$ cat src/rtl/uart_pkg.sv
// Shared UART definitions: receiver state encoding, baud divisor helper and
// the default line rate used by both halves of the link.
package uart_pkg;

  localparam int BAUD_RATE = 460800;

  typedef enum logic [2:0] {
    IDLE,
    START,
    DATA,
    STOP,
    WAIT_IDLE
  } rx_state_t;

  // Clock cycles per bit; integer division truncates toward zero.
  function automatic int baud_cycles(input int clk, input int baud);
    return clk / baud;
  endfunction

endpackage

$ cat src/rtl/sync_2ff.sv
// Generic two-flop synchronizer with a configurable reset value, for bringing
// asynchronous pins (serial lines, buttons, switches) into the clock domain.
module sync_2ff #(
  parameter int               WIDTH     = 1,
  parameter logic [WIDTH-1:0] RESET_VAL = '1
) (
  input  logic             clk,
  input  logic             rst_n,
  input  logic [WIDTH-1:0] d,
  output logic [WIDTH-1:0] q
);

  logic [WIDTH-1:0] meta;

  // NOTE: non-blocking assignments make both flops sample their inputs from
  // before the edge; blocking ones would collapse the chain into one stage.
  always_ff @(posedge clk or negedge rst_n) begin
    if (!rst_n) begin
      meta <= RESET_VAL;
      q    <= RESET_VAL;
    end else begin
      meta <= d;
      q    <= meta;
    end
  end

endmodule

$ cat src/rtl/uart_receive.sv
// 8N1 UART receiver, LSB first, with a single-entry valid/ready holding
// register and one-cycle framing-error and overrun pulses.
module uart_receive
  import uart_pkg::*;
#(
  parameter int CLK_FREQ  = 100_000_000,
  parameter int BAUD_RATE = uart_pkg::BAUD_RATE
) (
  input  logic       clk_in,
  input  logic       rst_n_in,
  input  logic       rx_wire_in,
  output logic [7:0] data_byte_out,
  output logic       valid_out,
  input  logic       ready_in,
  output logic       busy_out,
  output logic       framing_error_out,
  output logic       overrun_out
);

  localparam int BAUD_CYCLES = baud_cycles(CLK_FREQ, BAUD_RATE);
  localparam int HALF_CYCLES = BAUD_CYCLES / 2;
  localparam int CNT_W       = $clog2(BAUD_CYCLES);

  localparam logic [CNT_W-1:0] HALF_LAST = CNT_W'(HALF_CYCLES - 1);
  localparam logic [CNT_W-1:0] BAUD_LAST = CNT_W'(BAUD_CYCLES - 1);
  localparam logic [CNT_W-1:0] CNT_ONE   = CNT_W'(1);

  logic rx_s;

  sync_2ff #(
    .WIDTH    (1),
    .RESET_VAL(1'b1)
  ) u_rx_sync (
    .clk  (clk_in),
    .rst_n(rst_n_in),
    .d    (rx_wire_in),
    .q    (rx_s)
  );

  rx_state_t        state_q, state_d;
  logic [CNT_W-1:0] cnt_q, cnt_d;
  logic [2:0]       idx_q, idx_d;
  logic [7:0]       shift_q, shift_d;
  logic             byte_done;
  logic             frame_err;

  // NOTE: the shift register is reset alongside the control state so no
  // bits from an aborted frame can ever be observed after reset.
  always_ff @(posedge clk_in or negedge rst_n_in) begin
    if (!rst_n_in) begin
      state_q <= IDLE;
      cnt_q   <= '0;
      idx_q   <= '0;
      shift_q <= '0;
    end else begin
      state_q <= state_d;
      cnt_q   <= cnt_d;
      idx_q   <= idx_d;
      shift_q <= shift_d;
    end
  end

  // NOTE: every variable gets a default before the case so each path
  // assigns all of them; a missed branch would otherwise infer a latch.
  always_comb begin
    state_d   = state_q;
    cnt_d     = cnt_q;
    idx_d     = idx_q;
    shift_d   = shift_q;
    byte_done = 1'b0;
    frame_err = 1'b0;

    unique case (state_q)
      IDLE: begin
        if (!rx_s) begin
          state_d = START;
          cnt_d   = '0;
        end
      end

      START: begin
        if (cnt_q == HALF_LAST) begin
          cnt_d = '0;
          if (!rx_s) begin
            state_d = DATA;
            idx_d   = '0;
          end else begin
            state_d = IDLE;
          end
        end else begin
          cnt_d = cnt_q + CNT_ONE;
        end
      end

      DATA: begin
        if (cnt_q == BAUD_LAST) begin
          cnt_d          = '0;
          shift_d[idx_q] = rx_s;
          idx_d          = idx_q + 3'd1;
          if (idx_q == 3'd7) begin
            state_d = STOP;
          end
        end else begin
          cnt_d = cnt_q + CNT_ONE;
        end
      end

      STOP: begin
        if (cnt_q == BAUD_LAST) begin
          cnt_d = '0;
          // Leaving at the stop sample lets an immediate next start edge in.
          if (rx_s) begin
            byte_done = 1'b1;
            state_d   = IDLE;
          end else begin
            frame_err = 1'b1;
            state_d   = WAIT_IDLE;
          end
        end else begin
          cnt_d = cnt_q + CNT_ONE;
        end
      end

      WAIT_IDLE: begin
        if (rx_s) begin
          state_d = IDLE;
        end
      end

      default: begin
        state_d = IDLE;
      end
    endcase
  end

  // Status outputs are registered from the next-state value so they line
  // up with the state register rather than lagging it by a cycle.
  always_ff @(posedge clk_in or negedge rst_n_in) begin
    if (!rst_n_in) begin
      busy_out          <= 1'b0;
      framing_error_out <= 1'b0;
    end else begin
      busy_out          <= (state_d != IDLE);
      framing_error_out <= frame_err;
    end
  end

  always_ff @(posedge clk_in or negedge rst_n_in) begin
    if (!rst_n_in) begin
      data_byte_out <= 8'h00;
      valid_out     <= 1'b0;
      overrun_out   <= 1'b0;
    end else begin
      overrun_out <= 1'b0;
      if (byte_done) begin
        if (!valid_out || ready_in) begin
          data_byte_out <= shift_q;
          valid_out     <= 1'b1;
        end else begin
          overrun_out <= 1'b1;
        end
      end else if (valid_out && ready_in) begin
        valid_out <= 1'b0;
      end
    end
  end

endmodule

$ cat config.mk
export PLATFORM = sky130hd
export DESIGN_NAME = uart_receive
export DESIGN_NICKNAME = d
export VERILOG_FILES = /design/src/rtl/uart_pkg.sv /design/src/rtl/sync_2ff.sv /design/src/rtl/uart_receive.sv
export SDC_FILE = /design/constraint.sdc
export NUM_CORES = 1
export LEC_CHECK = 0
export ABC_AREA = 1
export BUFFER_PORTS_ARGS = -buffer_cell sky130_fd_sc_hd__buf_2
export CAP_MARGIN = 10
export CORE_AREA = 2 2 72 74
export CTS_CLUSTER_DIAMETER = 60
export DETAILED_ROUTE_END_ITERATION = 6
export DIE_AREA = 0 0 74 76
export GPL_TIMING_DRIVEN = 0
export PLACE_DENSITY = 0.56
export SYNTH_ARGS = -nofsm -noshare
export SYNTH_HDL_FRONTEND = slang
export SYNTH_SLANG_ARGS = --single-unit
export TNS_END_PERCENT = 1
$ cat constraint.sdc
create_clock -name clk_in -period 3.9 [get_ports clk_in]
set_input_delay 0.78 -clock clk_in [delete_from_list [all_inputs] [get_ports clk_in]]
set_output_delay 0.78 -clock clk_in [all_outputs]
set_load 0.1 [all_outputs]
==> run metrics <==
most common cell after layout, fill and taps aside=nand2_1; largest net degree at the start of global routing=37; slowest CP cell=buf_2; DR iter-0 viols=just over 80; Power Internal=between 0.5 and 0.6 mW; Initial Utilization=0.386; fillcell total=about 510; Setup CP Type=flop to output pin; later-pin clock latency in the skew report=approximately 0.28 ns; crit-path max FO=2; global-route wire length before repair=6150 µm; crit path DAT=about 1.1 ns; worst path required time=about 3.1 ns; Flop pwr share=0.526; LEAKAGE=approximately 1.1 nW; largest stage delay on the critical path=0.43 ns; sequential area share after synthesis=0.476; row count=26; Detail Placement HPWL=~2500 µm; WP buf/inv=1; # DRC=0; CTS Hold Bufs=0; Combinational Power Share=0.020; maximum VDD drop=slightly above 0.2 mV; IO Count=16; Synth area leader=dfrtp_1; final core utilization=0.442; switch share=0.207; CTS resizes=0; final net count=between 200 and 250; Initial DRT Pass Iterations=4; Synth Cell Area=0.00190 mm²; top cells by area, synth=dfrtp_1 (45%), nand2_1 (12%), nand3_1 (5.3%); Setup Skew=around 0.0042 ns; nature of the critical path endpoint=output pin; initial antenna violation count=0; Antenna Nets Post-Route=0; Main synth FF type=dfrtp_1; Area after DPL=around 0.002 mm²; drt total wl=3380 µm; H-tree depth=2; Synth Net Count=between 200 and 250; gpl congestion=0.843; Area Overhead vs Synth=14.4%; Worst slew margin=0.472; final worst path period share=0.472; Fin. Hold Viols=0; Post-CTS Repair Setup Buffers=0; synthesized area per cell=roughly 8.8 µm²; vias in the first global route=approximately 1300; Final WS setup=approximately 2.1 ns; Distinct cells, synth=27; share of cells above drive strength 1=0.272; Tmin final=approximately 1.8 ns; Max-Cap Viols=0; Vert. Die Dim=76 µm; share of flip-flops with an asynchronous set or reset=1.00; actual slew at the worst max-slew pin=0.792 ns; Post-Route Setup TNS=0 ns; flops & latches, synth=36; TritonCTS clock tree=yes; CP Launch Type=flop; Post-Syn Instances=216; routed via count=between 1000 and 1500; post-synth top area share=0.449; WHS=about 0.36 ns; Reg clk slew, reported paths=0.07 ns; max-slew violation count=0; Ys Warns=0; clk buf depth=2; Inserted Diodes=0; clock sink total=36; Crit path max-delay family=buffers and inverters; grt total ovfl=0; Die Wd=74 µm; WL/cell=between 10 and 15 µm; Switch Pwr=about 0.15 mW; Hold Path Class=flop to flop; dpl ws=between 2 and 2.5 ns; Post-synth EDFFs=0; Total GRT Usage=0.140; clock share of power=0.454; via density per instance=roughly 4.6; Fmax achieved=~0.54 GHz; crit-path cells=buf_2; status=complete, no violations; core area=about 0.0049 mm²; TritonCTS buffer count=5; fin area=approximately 0.0022 mm²; IO Port Bufs=15; RSZ-0062 raised after global routing=false; Die Footprint=0.00562 mm²; root buffer cell=clkbuf_8; PD cells=329 mW/mm²; final setup fails=0; commonest cells after routing, fill and taps aside=nand2_1 (59), dfrtp_1 (34), inv_1 (22)
-- path summary, 6_finish.rpt --
kind,cells past startpoint,startpoint,to,slack (ns)
worst max-delay path,1,data_byte_out[7],data_byte_out[7],2.06
worst min-delay path,0,u_rx_sync.meta,u_rx_sync.q,0.36
worst max register to register,8,cnt_q[0],busy_out,2.25
worst min register to register,0,u_rx_sync.meta,u_rx_sync.q,0.36
max in group asynchronous,1,rst_n_in,overrun_out,2.83
min in group asynchronous,1,rst_n_in,state_q[0],0.57
-- cell type report --
cell class                 instances  area [µm²]  area share
timing repair buffer              15        75.1      0.0346
multi-input combinational        149         861       0.397
sequential                        36         903       0.416
clock buffer                       5        68.8      0.0317
buffer                             4        31.3      0.0144
inverter                          27         101      0.0467
clock inverter                     3        42.5      0.0196
tap                               70        87.6      0.0403
-- cells in the mapped netlist (4+ instances only) --
library cell  number
ha_1               4
nor2_1            16
nand2_1           59
inv_1             22
dfrtp_1           34
o21ai_2           10
o31ai_2            8
o21ai_0            5
inv_2              5
nand2_2            5
nand4_1            4
nand3_1           20
-- stage by stage --
step | cells | power [mW]
final | 309 | 0.714
after global routing | 309 | 0.745
after CTS | 309 | 0.727
after detailed placement | 301 | 0.398
after global placement | 301 | 0.398
after floorplan | 216 | 0.388
-- layer usage --
layer	global-route usage	vias up	wire length (µm)
met5	0	-	0
met4	0.0655	0	59
met3	0.0238	6	113
met2	0.191	27	1470
met1	0.212	649	1740
li1	-	745	-
-- registers in the layout, summed over array words and instances (netlist names) --
name	flops
idx_q	3
u_rx_sync.meta	1
cnt_q	8
framing_error_out	1
state_q	3
valid_out	1
overrun_out	1
u_rx_sync.q	1
busy_out	1
shift_q	8
data_byte_out	8
-- power groups by stage --
stage                     Combinational, mW  Clock (mW)  Sequential [mW]
after detailed placement             0.0152           0            0.383
after CTS                            0.0153       0.337            0.375
final                                0.0143       0.325            0.375
after floorplan                     0.00522           0            0.383
after global placement               0.0154           0            0.383
after global routing                 0.0168       0.353            0.375
-- logic make-up after synthesis --
kind of cell	synth area share
AO/OA/AOI/OAI	0.122
XOR/XNOR	0.0139
adder cells (fa/ha/maj)	0.0264
buffers and inverters	0.0699
flip-flops	0.476
AND/OR/NAND/NOR	0.292
No activity file was read; power rests on OpenSTA's default activity.
